`src/rtl/seg_mux_capture.sv`:
```
// Receive side of a scanned 4-digit 7-segment display: synchronizes the anode and
// segment lines, captures each stable glyph once and rebuilds the 4-digit hex value.
module seg_mux_capture #(
  parameter int STABLE_CYCLES = 4
) (
  input  logic        i_Clk,
  input  logic        i_Rst,
  input  logic [3:0]  i_Anodo,
  input  logic [6:0]  i_Seg,
  output logic [15:0] o_Digits,
  output logic [3:0]  o_Valid_Digit,
  output logic        o_Frame,
  output logic        o_Err
);

  typedef enum logic {S_SETTLE, S_HOLD} state_t;

  localparam logic [2:0] CNT_MAX     = 3'(STABLE_CYCLES);
  localparam logic [2:0] CNT_CAPTURE = 3'(STABLE_CYCLES - 1);

  logic [10:0] sync1, sync2;
  logic [2:0]  cnt;
  logic [3:0]  seen;
  state_t      state, state_next;

  logic        changed, capture;
  logic [3:0]  anode;
  logic [6:0]  seg;
  logic [3:0]  nibble;
  logic        glyph_ok, one_hot, multi_hot, frame_done;

  assign anode      = sync2[10:7];
  assign seg        = sync2[6:0];
  // sync1 is exactly what sync2 loads on the next edge, so this flags a change before it lands
  assign changed    = (sync1 != sync2);
  assign multi_hot  = ((anode & (anode - 4'd1)) != 4'd0);
  assign one_hot    = (anode != 4'd0) && !multi_hot;
  assign frame_done = one_hot && ((seen | anode) == 4'hF);

  always_comb begin
    state_next = state;
    capture    = 1'b0;
    case (state)
      S_SETTLE: begin
        if (!changed && cnt == CNT_CAPTURE) begin
          capture    = 1'b1;
          state_next = S_HOLD;
        end
      end
      S_HOLD: begin
        if (changed) state_next = S_SETTLE;
      end
      default: state_next = S_SETTLE;
    endcase
  end

  always_comb begin
    glyph_ok = 1'b1;
    nibble   = 4'h0;
    case (seg)
      7'h3F: nibble = 4'h0;
      7'h06: nibble = 4'h1;
      7'h5B: nibble = 4'h2;
      7'h4F: nibble = 4'h3;
      7'h66: nibble = 4'h4;
      7'h6D: nibble = 4'h5;
      7'h7D: nibble = 4'h6;
      7'h07: nibble = 4'h7;
      7'h7F: nibble = 4'h8;
      7'h6F: nibble = 4'h9;
      7'h77: nibble = 4'hA;
      7'h7C: nibble = 4'hB;
      7'h39: nibble = 4'hC;
      7'h5E: nibble = 4'hD;
      7'h79: nibble = 4'hE;
      7'h71: nibble = 4'hF;
      default: begin
        glyph_ok = 1'b0;
        nibble   = 4'h0;
      end
    endcase
  end

  always_ff @(posedge i_Clk or posedge i_Rst) begin
    if (i_Rst) begin
      sync1         <= '0;
      sync2         <= '0;
      cnt           <= '0;
      seen          <= '0;
      state         <= S_SETTLE;
      o_Digits      <= '0;
      o_Valid_Digit <= '0;
      o_Frame       <= 1'b0;
      o_Err         <= 1'b0;
    end else begin
      sync1   <= {i_Anodo, i_Seg};
      sync2   <= sync1;
      state   <= state_next;
      o_Frame <= capture && frame_done;
      o_Err   <= capture && multi_hot;

      if (changed)
        cnt <= '0;
      else if (cnt != CNT_MAX)
        cnt <= cnt + 3'd1;

      if (capture && one_hot) begin
        for (int k = 0; k < 4; k++) begin
          if (anode[k]) begin
            o_Digits[4*k +: 4] <= nibble;
            o_Valid_Digit[k]   <= glyph_ok;
          end
        end
        // Completing the frame restarts tracking on the same edge as the pulse
        seen <= frame_done ? 4'h0 : (seen | anode);
      end
    end
  end

endmodule

```
`config.mk`:
```
export PLATFORM = sky130hd
export DESIGN_NAME = seg_mux_capture
export DESIGN_NICKNAME = d
export VERILOG_FILES = /design/src/rtl/seg_mux_capture.sv
export SDC_FILE = /design/constraint.sdc
export NUM_CORES = 1
export LEC_CHECK = 0
export CAP_MARGIN = 20
export CORE_ASPECT_RATIO = 1.2
export CORE_MARGIN = 2
export CORE_UTILIZATION = 55
export CTS_BUF_LIST = sky130_fd_sc_hd__clkbuf_8
export DETAILED_ROUTE_END_ITERATION = 8
export HOLD_SLACK_MARGIN = 0.05
export PLACE_DENSITY = 0.81
export RECOVER_POWER = 100
export SLEW_MARGIN = 25
export SYNTH_ARGS = -nofsm -noshare
export SYNTH_HDL_FRONTEND = slang
export SYNTH_SLANG_ARGS = --single-unit
```
`constraint.sdc`:
```
create_clock -name i_Clk -period 4.1 [get_ports i_Clk]
set_clock_uncertainty 0.05 [all_clocks]
set_input_delay 1.025 -clock i_Clk [delete_from_list [all_inputs] [get_ports i_Clk]]
set_output_delay 1.025 -clock i_Clk [all_outputs]
set_load 0.03 [all_outputs]
```
# After elaboration in Yosys (flattened, before gate mapping)
# Index checks and enable logic that the tools add are counted.
# W data, S select, Z words.
dict set report word_totals {
  ff_bits 52
  wordCells 65
  output_inout_bits 22
}
dict set report classes {
  eq_ne 20
  n_addsub 2
  reduce_logical 16
  n_bitwise 3
  n_mux 9
}
# op count
set ops {}
lappend ops {{$eq A7 B7 Y1 const B} 12}
lappend ops {{$pmux W4 S15} 1}
lappend ops {{$reduce_or A16 Y1} 1}
lappend ops {{$eq A7 B3 Y1 const B} 2}
lappend ops {{$eq A7 B6 Y1 const B} 2}
lappend ops {{$ne A11 B11 Y1} 1}
lappend ops {{$reduce_and A2 Y1} 4}
lappend ops {{$reduce_bool A4 Y1} 2}
lappend ops {{$logic_and A1 B1 Y1} 6}
lappend ops {{$mux W3} 2}
lappend ops {{$and A4 B4 Y4} 1}
lappend ops {{$eq A4 B4 Y1 const B} 1}
lappend ops {{$mux W1} 4}
lappend ops {{$mux W4} 1}
lappend ops {{$or A4 B4 Y4} 1}
lappend ops {{$sub A4 B1 Y4 const B} 1}
lappend ops {{$add A3 B1 Y3 const B} 1}
lappend ops {{$eq A3 B2 Y1 const B} 1}
lappend ops {{$ne A3 B3 Y1 const B} 1}
lappend ops {{$logic_not A1 Y1} 2}
lappend ops {{$pmux W1 S2} 1}
lappend ops {{$reduce_bool A2 Y1} 1}
lappend ops {{$not A1 Y1} 1}

# Depth between registers and ports, before layout
# Gate-level depths: netlist (run 1).
dict set report logic_depth {
  word_depth 7
  mapped_depth 8
  depth_no_buf 6
}

# Worst setup path before layout (run 1)
# OpenSTA, ideal clock, no wires.
dict set report synth_timing {
  path_type {reg-to-reg}
  start {register sync2[8]}
  end {register o_Digits[12]}
  synth_period_minus_slack_ps 2045
  setup_slack_ps 2055
  path_stages_with_launch 9
  t_arrival_ps 1870
  cell_sequence {dfrtp_1 > buf_6 > xor2_1 > nor4_2 > nand3_1 > buf_6 > nor4bb_1 > buf_2 > mux2_2}
}
dict set report synth_between {
  elab_chain_len 7
  word_cells_on_any_way 13
}
# element line
set synth_rtl {}
lappend synth_rtl {{start, declared} 21} ;# logic [10:0] sync1, sync2;
lappend synth_rtl {{start signal, assigned} 97} ;# sync2 <= sync1;
lappend synth_rtl {{$sub A4 B1 Y4 / $ne A11 B11 Y1 (equally long branches)} {36, 35}}
lappend synth_rtl {{$and A4 B4 Y4 / $logic_not A1 Y1 (equally long branches)} {36, 45}}
lappend synth_rtl {{$reduce_bool A4 Y1 / $logic_and A1 B1 Y1 (equally long branches)} {36, 45}}
lappend synth_rtl {{$logic_not A1 Y1 / $mux W1 (equally long branches)} {37, 45}}
lappend synth_rtl {{$logic_and A1 B1 Y1 / $mux W1 (equally long branches)} {37, 43}}
lappend synth_rtl {{$logic_and A1 B1 Y1 *} 107} ;# if (capture && one_hot) begin
lappend synth_rtl {{$reduce_and A2 Y1 (no line) *} n/a}
lappend synth_rtl {{end signal, assigned by index} 110} ;# o_Digits[4*k +: 4] <= nibble;
lappend synth_rtl {{end, declared} 10} ;# output logic [15:0] o_Digits,
# Every way passes the cells marked *; elsewhere a longest branch is shown, timed or not.
# A chain may end at the register's enable or synchronous reset.

# Worst setup path in the final report (run 1)
dict set report layout_timing {
  start {register sync2[3]}
  end {register o_Digits[5]}
}
dict set report layout_between {
  elab_chain_len 7
  word_cells_on_any_way 23
}
# element line
set layout_rtl {}
lappend layout_rtl {{$ne A11 B11 Y1} 35} ;# assign changed = (sync1 != sync2);
lappend layout_rtl {{$logic_not A1 Y1} 45} ;# if (!changed && cnt == CNT_CAPTURE) begin
lappend layout_rtl {{$logic_and A1 B1 Y1} 45}
lappend layout_rtl {{$mux W1} 45}
lappend layout_rtl {{$mux W1} 43} ;# case (state)
lappend layout_rtl {{$logic_and A1 B1 Y1} 107}
lappend layout_rtl {{$reduce_and A2 Y1 (no line)} n/a}
# Parallel ways exist; a longest one is shown, timed or not.

==> summary.txt, run 1 <==
Run status
  – Outcome: complete, but fails checks
  – Failing checks: max-capacitance violations, max-slew violations

Detailed routing
  – Drt pass-1 iters: 4
  – Routed Antenna Nets: 0
  – DR vias: 1567
  – DRC viols: 0
  – Post-DR wirelength/cell: 15.3 um
  – Vias per inst: 5.58
  – Drt initial violations: 32
  – Routed Wire Length: 4.31 mm

Finish
  – N_diodes: 0
  – Final instance area: 0.00279 mm^2
  – Most frequent cells in the layout: 52 x dfrtp_1, 34 x dlygate4sd3_1, 18 x mux2_2
  – Commonest non-fill, non-tap cell in the layout: dfrtp_1
  – Area grow syn2layout: 17.1%
  – Share of cells above drive strength 1: 14.7%
  – Final Net Count: 240

Global routing
  – Largest net degree at the start of global routing: 53
  – Grt total ovfl: 0
  – Initial antenna violation count: 0
  – Global-route wire length before repair: 7.61 mm
  – Vias in the first global route: 1554
  – Overall Global Routing Usage: 20.3%

Logic synthesis
  – Yosys top cell area share: 54.5%
  – Synth area leaders: dfrtp_1 55%, mux2_2 9.0%, xor2_1 4.8%
  – Synth unique cells: 51
  – Seq cells post-synth: 52
  – Syn Nets: 212
  – Syn avg cell area: 12.2 um^2
  – Count of flip-flops with a built-in enable after synthesis: 0
  – Synth warn: 0
  – Dominant synthesized flop cell: dfrtp_1
  – Netlist Area Pre-Place: 0.00239 mm^2
  – Ys async rst share: 100%
  – Cells after synthesis: 196
  – Sequential fraction of the synthesis area: 54.5%
  – Synth area leader: dfrtp_1

Die
  – Die area: 0.00488 mm^2
  – Core area: 0.00423 mm^2
  – I/O pins: 35
  – Initial Util: 56.4%
  – Die X: 64.1 um
  – DIE HEIGHT: 76.2 um
  – Core Rows: 26

Critical path
  – Crit path DAT: 3.08 ns
  – WP data required: 4.25 ns
  – Worst Setup End Kind: register
  – CP startpoint kind: register
  – Crit Path Category: reg -> reg
  – Launch point of the worst reg-to-reg path: sync2[3]
  – R2r setup slk: 1.17 ns
  – FF-to-FF path depth: 5
  – FF-to-FF End: o_Digits[5]
  – Max Fanout on Critical Path: 15

Timing
  – Fmax: 342 MHz
  – Worst Slack Setup Final: 1.17 ns
  – Final setup viols: 0
  – Slew Viols, Final: 53
  – RSZ-0062 raised after global routing: no
  – Final hold slack: 0.346 ns
  – Period utilization: 71.4%
  – Hold Vio Cnt, Final: 0
  – Fin Setup TNS: 0 ns
  – Worst-Margin Slew: 2.16 ns
  – Relative slew slack: -44.9%
  – Minimum clock period: 2.93 ns

Run
  – Max-Cap Viols: 1

Worst hold path
  – Worst Hold End: sync2[5]
  – Hold path depth: 0
  – HP Start: sync1[5]
  – Hold WC Path Type: reg -> reg

Clocking
  – Root buf cell: clkbuf_8
  – Clock Path Buffers: 2
  – CTS Hold Bufs: 0
  – Clk sinks: 52
  – CTS tree: done
  – Post-CTS setup repair buffer count: 0
  – Clock latency at the later pin of the worst-skew pair: 0.31 ns
  – Post-cts sizing count: 0
  – Clock-pin slew on the worst setup and hold paths: 0.09 ns
  – CTS buffer count: 5
  – # H-tree levels: 2

Place
  – Dpl hpwl: 3.07 mm
  – DP Area: 0.00270 mm^2
  – Pre-CTS WS: 1.60 ns
  – GPL Wtd Cong: 0.883
  – IO buf count: 34

Power
  – Tot Pwr: 0.963 mW
  – Leakage: 1.32 nW
  – PD cells: 345 mW/mm^2
  – Peak VDD IR: 310 uV
[through the flow]
stage          instances  util [%]
6_report             281      66.1
5_1_grt              281      66.1
4_1_cts              281      66.8
3_5_place_dp         273      63.9
3_3_place_gp         273      63.9
2_1_floorplan        196         -
[routing by layer]
metal,GRT usage (%),routed length [um],part of all wire [%],vias to the layer above
met5,0,0,0,-
met4,8.72,93,2.2,0
met3,4.58,146,3.4,9
met2,32.9,2230,52,28
met1,26.1,1850,43,780
li1,-,-,-,750
[final cells by class]
cell class	instances	area (um^2)
clock inverter	2	38.8
fill	352	1440
multi-input combinational	123	930
tap	56	70.1
clock buffer	6	82.6
timing repair buffer	35	344
inverter	7	27.5
sequential	52	1300
[flip-flops by register name, summed over array words and instances, names as in the netlist]
name and flops:
o_Digits 16, seen 4, state 1, o_Frame 1, sync2 11, sync1 11, cnt 3, o_Err 1
o_Valid_Digit 4
[worst max-delay path: stages, from the launching register on]
cell     delay, ns
dfrtp_1       0.54
xor2_1        0.24
nor4_2        0.27
nand3_1       0.31
nor4_1        1.00
mux2_2        0.42
[logic make-up (layout without fill, tap and decap cells)]
group                      Yosys count  in the layout  synth area share, %
muxes                               20             20                 9.60
AOI/OAI and AO/OA                   30             30                 9.07
xor gates and xnor gates            14             14                 5.14
DFF                                 52             52                 54.5
buffers and inverters               21             50                 5.35
and+or+nand+nor                     56             56                 14.7
adders and majority gates            3              3                 1.57
[worst max path at each step]
stage / from / to / slack (ns) / cells past startpoint
after floorplan: i_Rst / cnt[0] / 1.77 / 1
final: sync2[3] / o_Digits[5] / 1.17 / 5
after global placement: sync2[3] / o_Valid_Digit[3] / 1.64 / 6
after detailed placement: sync2[3] / o_Digits[14] / 1.60 / 6
after CTS: sync2[3] / o_Digits[7] / 1.58 / 5
after global routing: i_Rst / sync1[4] / 0.95 / 2
[synthesized netlist by cell type, drive strengths merged (2+ instances only)]
master,count
a21o,2
a21oi,5
a31oi,2
buf,10
clkbuf,4
dfrtp,52
ha,3
inv,7
mux2,20
nand2,14
nand3,7
nand4,3
nor2,6
nor2b,2
nor3,4
nor4,5
o2111ai,2
o211ai,2
o21a,5
o21ai,3
o31ai,2
or3,2
xor2,13
[report_power, final]
| group | switching [mW] | internal [mW] | total, mW | leakage, nW |
|---|---|---|---|---|
| Clock | 0.165 | 0.200 | 0.364 | 0.0614 |
| Sequential | 0.0228 | 0.523 | 0.546 | 0.676 |
| Combinational | 0.0277 | 0.0244 | 0.0521 | 0.583 |
(Power assumes the default switching activity.)
==> inputs of run 2 (changes only) <==
--- a/config.mk
+++ b/config.mk
@@ -8,11 +8,11 @@
 export CAP_MARGIN = 20
 export CORE_ASPECT_RATIO = 1.2
 export CORE_MARGIN = 2
-export CORE_UTILIZATION = 55
+export CORE_UTILIZATION = 50
 export CTS_BUF_LIST = sky130_fd_sc_hd__clkbuf_8
 export DETAILED_ROUTE_END_ITERATION = 8
 export HOLD_SLACK_MARGIN = 0.05
-export PLACE_DENSITY = 0.81
+export PLACE_DENSITY = 0.77
 export RECOVER_POWER = 100
 export SLEW_MARGIN = 25
 export SYNTH_ARGS = -nofsm -noshare
==> constraint.sdc (replaced) <==
create_clock -name i_Clk -period 2.35 [get_ports i_Clk]
set_clock_uncertainty 0.05 [all_clocks]
set_input_delay 0.5875 -clock i_Clk [delete_from_list [all_inputs] [get_ports i_Clk]]
set_output_delay 0.5875 -clock i_Clk [all_outputs]
set_load 0.03 [all_outputs]
==> run 2 against run 1 <==
The flow now finishes without violations. Fmax rose by 34%. Highest routed layer unchanged. Critical path depth grew 1. Total power increased by 63%. Routed wire length is 0.23% lower. Worst setup slack worse by 1.0 ns. Non-clock buffer count grew 14.
==> summary.txt, run 2 (synthesized netlist as in run 1, its figures left out) <==
Critical path
  – Launch point of the worst reg-to-reg path: sync1[1] (was sync2[3])
  – WP data required: 2.49 ns (was 4.25 ns)
  – CP startpoint kind: register (unchanged)
  – CP max-delay cell: or3_1 (was nor4_1)
  – Crit Path Category: reg -> reg (unchanged)
  – Crit path DAT: 2.33 ns (was 3.08 ns)
  – Buf/Inv on CP: 1 (was 0)
  – R2r setup slk: 0.16 ns (was 1.17 ns)
  – Worst Setup End Kind: register (unchanged)
  – Worst-path cell chain: xor2_1 > nor4_2 > nand3_1 > buf_4 > or3_1 > mux2_1 (was xor2_1 > nor4_2 > nand3_1 > nor4_1 > mux2_2)
  – Kind of cell adding the most delay to the critical path: simple AND/OR/NAND/NOR gates (unchanged)
  – FF-to-FF path depth: 6 (was 5)
  – Max Fanout on Critical Path: 8 (was 15)
  – FF-to-FF End: o_Digits[0] (was o_Digits[5])
  – Largest stage delay on the critical path: 0.46 ns (was 1.00 ns)

Clocking
  – Clk sinks: 52 (unchanged)
  – # H-tree levels: 2 (unchanged)
  – Post-CTS setup repair buffer count: 0 (unchanged)
  – CTS buffer count: 5 (unchanged)
  – Post-cts sizing count: 0 (unchanged)
  – CTS Hold Bufs: 0 (unchanged)
  – Clock latency at the later pin of the worst-skew pair: 0.30 ns (was 0.31 ns)
  – CTS tree: done (unchanged)
  – Clock-pin slew on the worst setup and hold paths: 0.09 ns (about the same)
  – Root buf cell: clkbuf_8 (unchanged)
  – Clock Path Buffers: 2 (unchanged)

Finish
  – Top Registers: o_Digits: 16 flops, sync1: 11 flops, sync2: 11 flops (unchanged)
  – N_diodes: 0 (unchanged)
  – Max reg flops: 16 (unchanged)
  – Final Net Count: 254 (was 240)
  – Area grow syn2layout: 20.2% (was 17.1%)
  – Most frequent cells in the layout: 52 x dfrtp_1, 34 x dlygate4sd3_1, 19 x mux2_2 (was 52 x dfrtp_1, 34 x dlygate4sd3_1, 18 x mux2_2)
  – Final instance area: 0.00287 mm^2 (was 0.00279 mm^2)
  – Commonest non-fill, non-tap cell in the layout: dfrtp_1 (unchanged)
  – Share of cells above drive strength 1: 19.7% (was 14.7%)
  – Largest register by flop count: o_Digits (unchanged)

Timing
  – Worst Slack Setup Final: 0.161 ns (was 1.17 ns)
  – Worst-Margin Slew: 1.19 ns (was 2.16 ns)
  – Hold Vio Cnt, Final: 0 (unchanged)
  – Minimum clock period: 2.19 ns (was 2.93 ns)
  – RSZ-0062 raised after global routing: no (unchanged)
  – Fin Setup TNS: 0 ns (unchanged)
  – Final setup viols: 0 (unchanged)
  – Period utilization: 93.2% (was 71.4%)
  – Slew Viols, Final: 0 (was 53)
  – Fmax: 457 MHz (was 342 MHz)
  – Relative slew slack: 20.6% (was -44.9%)

Detailed routing
  – Routed Antenna Nets: 0 (unchanged)
  – DR vias: 1650 (was 1567)
  – Post-DR wirelength/cell: 14.5 um (was 15.3 um)
  – Routed Wire Length: 4.30 mm (was 4.31 mm)
  – DRC viols: 0 (unchanged)
  – Drt initial violations: 69 (was 32)
  – Vias per inst: 5.56 (was 5.58)
  – Drt pass-1 iters: 5 (was 4)

Global routing
  – Layer carrying the most global-route usage: met2 (unchanged)
  – Overall Global Routing Usage: 18.2% (was 20.3%)
  – Vias in the first global route: 1506 (was 1554)
  – Met3 Track Usage GR: 4.09% (was 4.58%)
  – GRT met2 Usage: 27.2% (was 32.9%)
  – Grt total ovfl: 0 (unchanged)
  – Initial antenna violation count: 0 (unchanged)
  – Largest net degree at the start of global routing: 53 (unchanged)
  – M1 GR Usage: 25.9% (was 26.1%)
  – Global-route wire length before repair: 7.36 mm (was 7.61 mm)

Worst hold path
  – HP Start: sync1[9] (was sync1[5])
  – Worst Hold End: sync2[9] (was sync2[5])
  – Hold path depth: 0 (unchanged)
  – Hold WC Path Type: reg -> reg (unchanged)

Place
  – DP Area: 0.00282 mm^2 (was 0.00270 mm^2)
  – Dpl hpwl: 3.10 mm (was 3.07 mm)
  – GPL Wtd Cong: 0.854 (was 0.883)
  – IO buf count: 34 (unchanged)
  – Pre-CTS WS: 0.163 ns (was 1.60 ns)

Die
  – Initial Util: 51.9% (was 56.4%)
  – Core Rows: 27 (was 26)
  – Die X: 67.1 um (was 64.1 um)
  – DIE HEIGHT: 79.7 um (was 76.2 um)
  – Die area: 0.00534 mm^2 (was 0.00488 mm^2)
  – I/O pins: 35 (unchanged)
  – Core area: 0.00459 mm^2 (was 0.00423 mm^2)

Run
  – Max-Cap Viols: 0 (was 1)

Power
  – Reg power frac: 59.2% (was 56.7%)
  – PD cells: 546 mW/mm^2 (was 345 mW/mm^2)
  – Logic gate share of total power: 8.4% (was 5.4%)
  – Clock share of power: 32.4% (was 37.9%)
  – Switching Power: 0.362 mW (was 0.215 mW)
  – Peak VDD IR: 319 uV (was 310 uV)
  – Internal: 1.20 mW (was 0.747 mW)
  – Switching portion of total power: 23.1% (was 22.4%)
  – Leakage: 1.38 nW (was 1.32 nW)

Run status
  – Outcome: finished, final reports clean (was complete, but fails checks)
## run 2: changes by cell type in the layout (fill, tap and decap cells not counted), sizes merged
cell / before / now
clkbuf: 7 / 9
inv: 6 / 7
bufinv: 1 / 0
buf: 0 / 12
## run 2: worst max path at each step
| stage | depth (start not counted) | from | slack [ns] | end |
|---|---|---|---|---|
| after floorplan | 8 | sync2[8] | 0.31 | o_Digits[12] |
| after global placement | 6 | sync2[3] | 0.22 | o_Digits[0] |
| after detailed placement | 6 | sync1[1] | 0.16 | o_Digits[0] |
| after CTS | 6 | sync1[1] | 0.15 | o_Digits[0] |
| after global routing | 6 | sync1[1] | 0.06 | o_Digits[0] |
| final | 6 | sync1[1] | 0.16 | o_Digits[0] |
## run 2: through the flow
step / hold slack [ns] / utilization (%) / std cells / total power, mW
CTS: 0.352 / 63.5 / 297 / 1.59
detailed placement: 0.333 / 61.4 / 289 / 1.08
finish: 0.349 / 62.4 / 297 / 1.57
global placement: 0.326 / 61.4 / 289 / 1.08
global route: 0.360 / 62.4 / 297 / 1.65
floorplan: 0.322 / - / 196 / 1.04
## run 2: power by group through the flow
stage / sequential, mW / combinational (mW) / clock [mW]
final: 0.927 / 0.132 / 0.507
after floorplan: 0.944 / 0.0914 / 0
after detailed placement: 0.945 / 0.140 / 0
after CTS: 0.927 / 0.141 / 0.525
after global routing: 0.930 / 0.148 / 0.568
after global placement: 0.944 / 0.140 / 0
## run 2: layer usage
layer / vias to the layer above / routed length (um)
met5: - / 0
met4: 0 / 66
met3: 7 / 232
met2: 53 / 2110
met1: 809 / 1890
li1: 781 / -
## run 2: area by class of cell
cell class	count	area, um^2
Timing Repair Buffer	49	445
Sequential cell	52	1300
Fill cell	402	1730
Clock buffer	6	82.6
Multi-Input combinational cell	123	930
Clock inverter	2	11.3
Tap cell	58	72.6
Inverter	7	26.3
==> inputs of run 3 (changes only) <==
--- a/config.mk
+++ b/config.mk
@@ -8,11 +8,10 @@
 export CAP_MARGIN = 20
 export CORE_ASPECT_RATIO = 1.2
 export CORE_MARGIN = 2
-export CORE_UTILIZATION = 50
+export CORE_UTILIZATION = 39
 export CTS_BUF_LIST = sky130_fd_sc_hd__clkbuf_8
 export DETAILED_ROUTE_END_ITERATION = 8
 export HOLD_SLACK_MARGIN = 0.05
-export PLACE_DENSITY = 0.77
 export RECOVER_POWER = 100
 export SLEW_MARGIN = 25
 export SYNTH_ARGS = -nofsm -noshare
==> run 3 against run 2 <==
Sequential power about the same. Clock power is 15% higher. Total power increased by 5.1%. Utilization shrank 13 points. Via count shrank 2.4%. Cell area is 2.7% higher. Clock-buffer cell count down 1. Final cell count rose by 8.4%. Critical endpoint is now seen[2]. Register-to-register slack better by 0.02 ns. First-iteration DRC count up 12%. Global-route usage is 2.9 points lower. Combinational power barely moved.
==> summary.txt, run 3 (synthesized netlist as in run 1, its figures left out) <==
Detailed routing
  – Routed Antenna Nets: 0 (unchanged)
  – Drt pass-1 iters: 4 (was 5)
  – Routed Wire Length: 4.66 mm (was 4.30 mm)
  – DR vias: 1611 (was 1650)
  – DRC viols: 0 (unchanged)
  – Drt initial violations: 77 (was 69)
  – Post-DR wirelength/cell: 14.5 um (about the same)
  – Vias per inst: 5.00 (was 5.56)

Critical path
  – CP max-delay cell: or4b_4 (was or3_1)
  – Worst Setup End Kind: register (unchanged)
  – WP data required: 2.50 ns (was 2.49 ns)
  – Buf/Inv on CP: 1 (unchanged)
  – Worst-path cell chain: xor2_1 > nor4_2 > nand3_1 > buf_4 > or4b_4 > o21a_1 (was xor2_1 > nor4_2 > nand3_1 > buf_4 > or3_1 > mux2_1)
  – Crit path DAT: 2.32 ns (was 2.33 ns)
  – Crit path depth: 6 (unchanged)
  – Largest stage delay on the critical path: 0.57 ns (was 0.46 ns)
  – CP startpoint kind: register (unchanged)
  – Crit Path Category: reg -> reg (unchanged)
  – Max Fanout on Critical Path: 7 (was 8)
  – FF-to-FF path depth: 6 (unchanged)
  – Kind of cell adding the most delay to the critical path: simple AND/OR/NAND/NOR gates (unchanged)

Worst hold path
  – Hold path depth: 0 (unchanged)
  – Hold WC Path Type: reg -> reg (unchanged)

Place
  – Pre-CTS WS: 0.194 ns (was 0.163 ns)
  – IO buf count: 34 (unchanged)
  – Dpl hpwl: 3.20 mm (was 3.10 mm)
  – GPL Wtd Cong: 0.820 (was 0.854)
  – Placed Cells: 314 (was 289)
  – DP Area: 0.00286 mm^2 (was 0.00282 mm^2)

Global routing
  – Grt total ovfl: 0 (unchanged)
  – Initial antenna violation count: 0 (unchanged)
  – Global-route wire length before repair: 7.76 mm (was 7.36 mm)
  – Largest net degree at the start of global routing: 53 (unchanged)
  – Vias in the first global route: 1572 (was 1506)
  – Overall Global Routing Usage: 15.3% (was 18.2%)

Finish
  – Fillers: 580 (was 402)
  – Top Registers: o_Digits: 16 flops, sync1: 11 flops, sync2: 11 flops (unchanged)
  – Area grow syn2layout: 23.5% (was 20.2%)
  – Commonest non-fill, non-tap cell in the layout: dfrtp_1 (unchanged)
  – Final std cells w/o fill: 322 (was 297)
  – Largest register by flop count: o_Digits (unchanged)
  – Share of cells above drive strength 1: 21.7% (was 19.7%)
  – Final Net Count: 255 (was 254)
  – N_diodes: 0 (unchanged)
  – Final core utilization: 49.4% (was 62.4%)
  – Max reg flops: 16 (unchanged)
  – Final instance area: 0.00295 mm^2 (was 0.00287 mm^2)
  – Most frequent cells in the layout: 52 x dfrtp_1, 34 x dlygate4sd3_1, 19 x mux2_2 (unchanged)
  – Footprint of the multi-input gates: 955 um^2 (was 930 um^2)
  – Storage cell area: 0.00130 mm^2 (unchanged)

Timing
  – Fmax: 460 MHz (was 457 MHz)
  – Worst Slack Setup Final: 0.178 ns (was 0.161 ns)
  – Hold Vio Cnt, Final: 0 (unchanged)
  – Worst-Margin Slew: 1.26 ns (was 1.19 ns)
  – Relative slew slack: 15.9% (was 20.6%)
  – Minimum clock period: 2.17 ns (was 2.19 ns)
  – Period utilization: 92.4% (was 93.2%)
  – Slew Viols, Final: 0 (unchanged)
  – RSZ-0062 raised after global routing: no (unchanged)
  – Final setup viols: 0 (unchanged)
  – Fin Setup TNS: 0 ns (unchanged)
  – Final hold slack: 0.350 ns (was 0.349 ns)

Clocking
  – Root buf cell: clkbuf_8 (unchanged)
  – Clock latency at the later pin of the worst-skew pair: 0.30 ns (about the same)
  – Clk sinks: 52 (unchanged)
  – Clock-pin slew on the worst setup and hold paths: 0.09 ns (about the same)
  – CTS buffer count: 5 (unchanged)
  – Clock Path Buffers: 2 (unchanged)
  – CTS tree: done (unchanged)
  – # H-tree levels: 2 (unchanged)
  – CTS Hold Bufs: 0 (unchanged)

Die
  – Core area: 0.00597 mm^2 (was 0.00459 mm^2)
  – DIE HEIGHT: 89.7 um (was 79.7 um)
  – Die X: 75.4 um (was 67.1 um)
  – Core Rows: 31 (was 27)
  – I/O pins: 35 (unchanged)
  – Initial Util: 39.9% (was 51.9%)
  – Die area: 0.00676 mm^2 (was 0.00534 mm^2)

Power
  – Peak VDD IR: 391 uV (was 319 uV)
  – Leakage: 1.40 nW (was 1.38 nW)
  – Tot Pwr: 1.65 mW (was 1.57 mW)
  – PD cells: 558 mW/mm^2 (was 546 mW/mm^2)

Run
  – Max-Cap Viols: 0 (unchanged)

Run status
  – Outcome: finished, final reports clean (unchanged)
-- run 3: area by class of cell --
cell class,count,share of cell area (%)
clock inverters,3,1.32
clock buffers,5,2.33
inverters,7,0.891
flip-flops and latches,52,44.1
multi-input cells,123,32.4
well taps,82,3.48
repair buffers,50,15.4
-- run 3: worst register-to-register path: stages (launching register included) --
cell	delay, ns
dfrtp_1	0.40
xor2_1	0.17
nor4_2	0.26
nand3_1	0.25
buf_4	0.24
or4b_4	0.57
o21a_1	0.13
-- run 3: worst paths after layout --
check                           slack [ns]           to  startpoint
worst max-delay path                  0.18      seen[2]    sync2[3]
worst min-delay path                  0.35     sync2[4]    sync1[4]
max in group asynchronous             0.40     sync2[0]       i_Rst
worst min register to register        0.35     sync2[4]    sync1[4]
min in group asynchronous             1.09  o_Digits[3]       i_Rst
worst max register to register        0.18      seen[2]    sync2[3]
-- run 3: repair_timing --
action	4_1_cts	5_1_grt
setup buffers	0	0
gates resized for setup	0	1
setup endpoints to repair	0	1
-- run 3: power breakdown --
group	leakage [nW]	total, mW	switching [mW]	internal (mW)
combinational	0.664	0.133	0.0776	0.0556
sequential	0.676	0.928	0.0142	0.913
clock	0.0593	0.584	0.273	0.312
-- run 3: metal layers --
metal  part of all wire, %  track usage, %  vias to the layer above
met1                    46            21.8                      798
met4                  0.99            5.58                        0
met5                     0               0                        -
li1                      -               -                      781
met3                   3.6            3.46                        4
met2                    49            22.8                       28
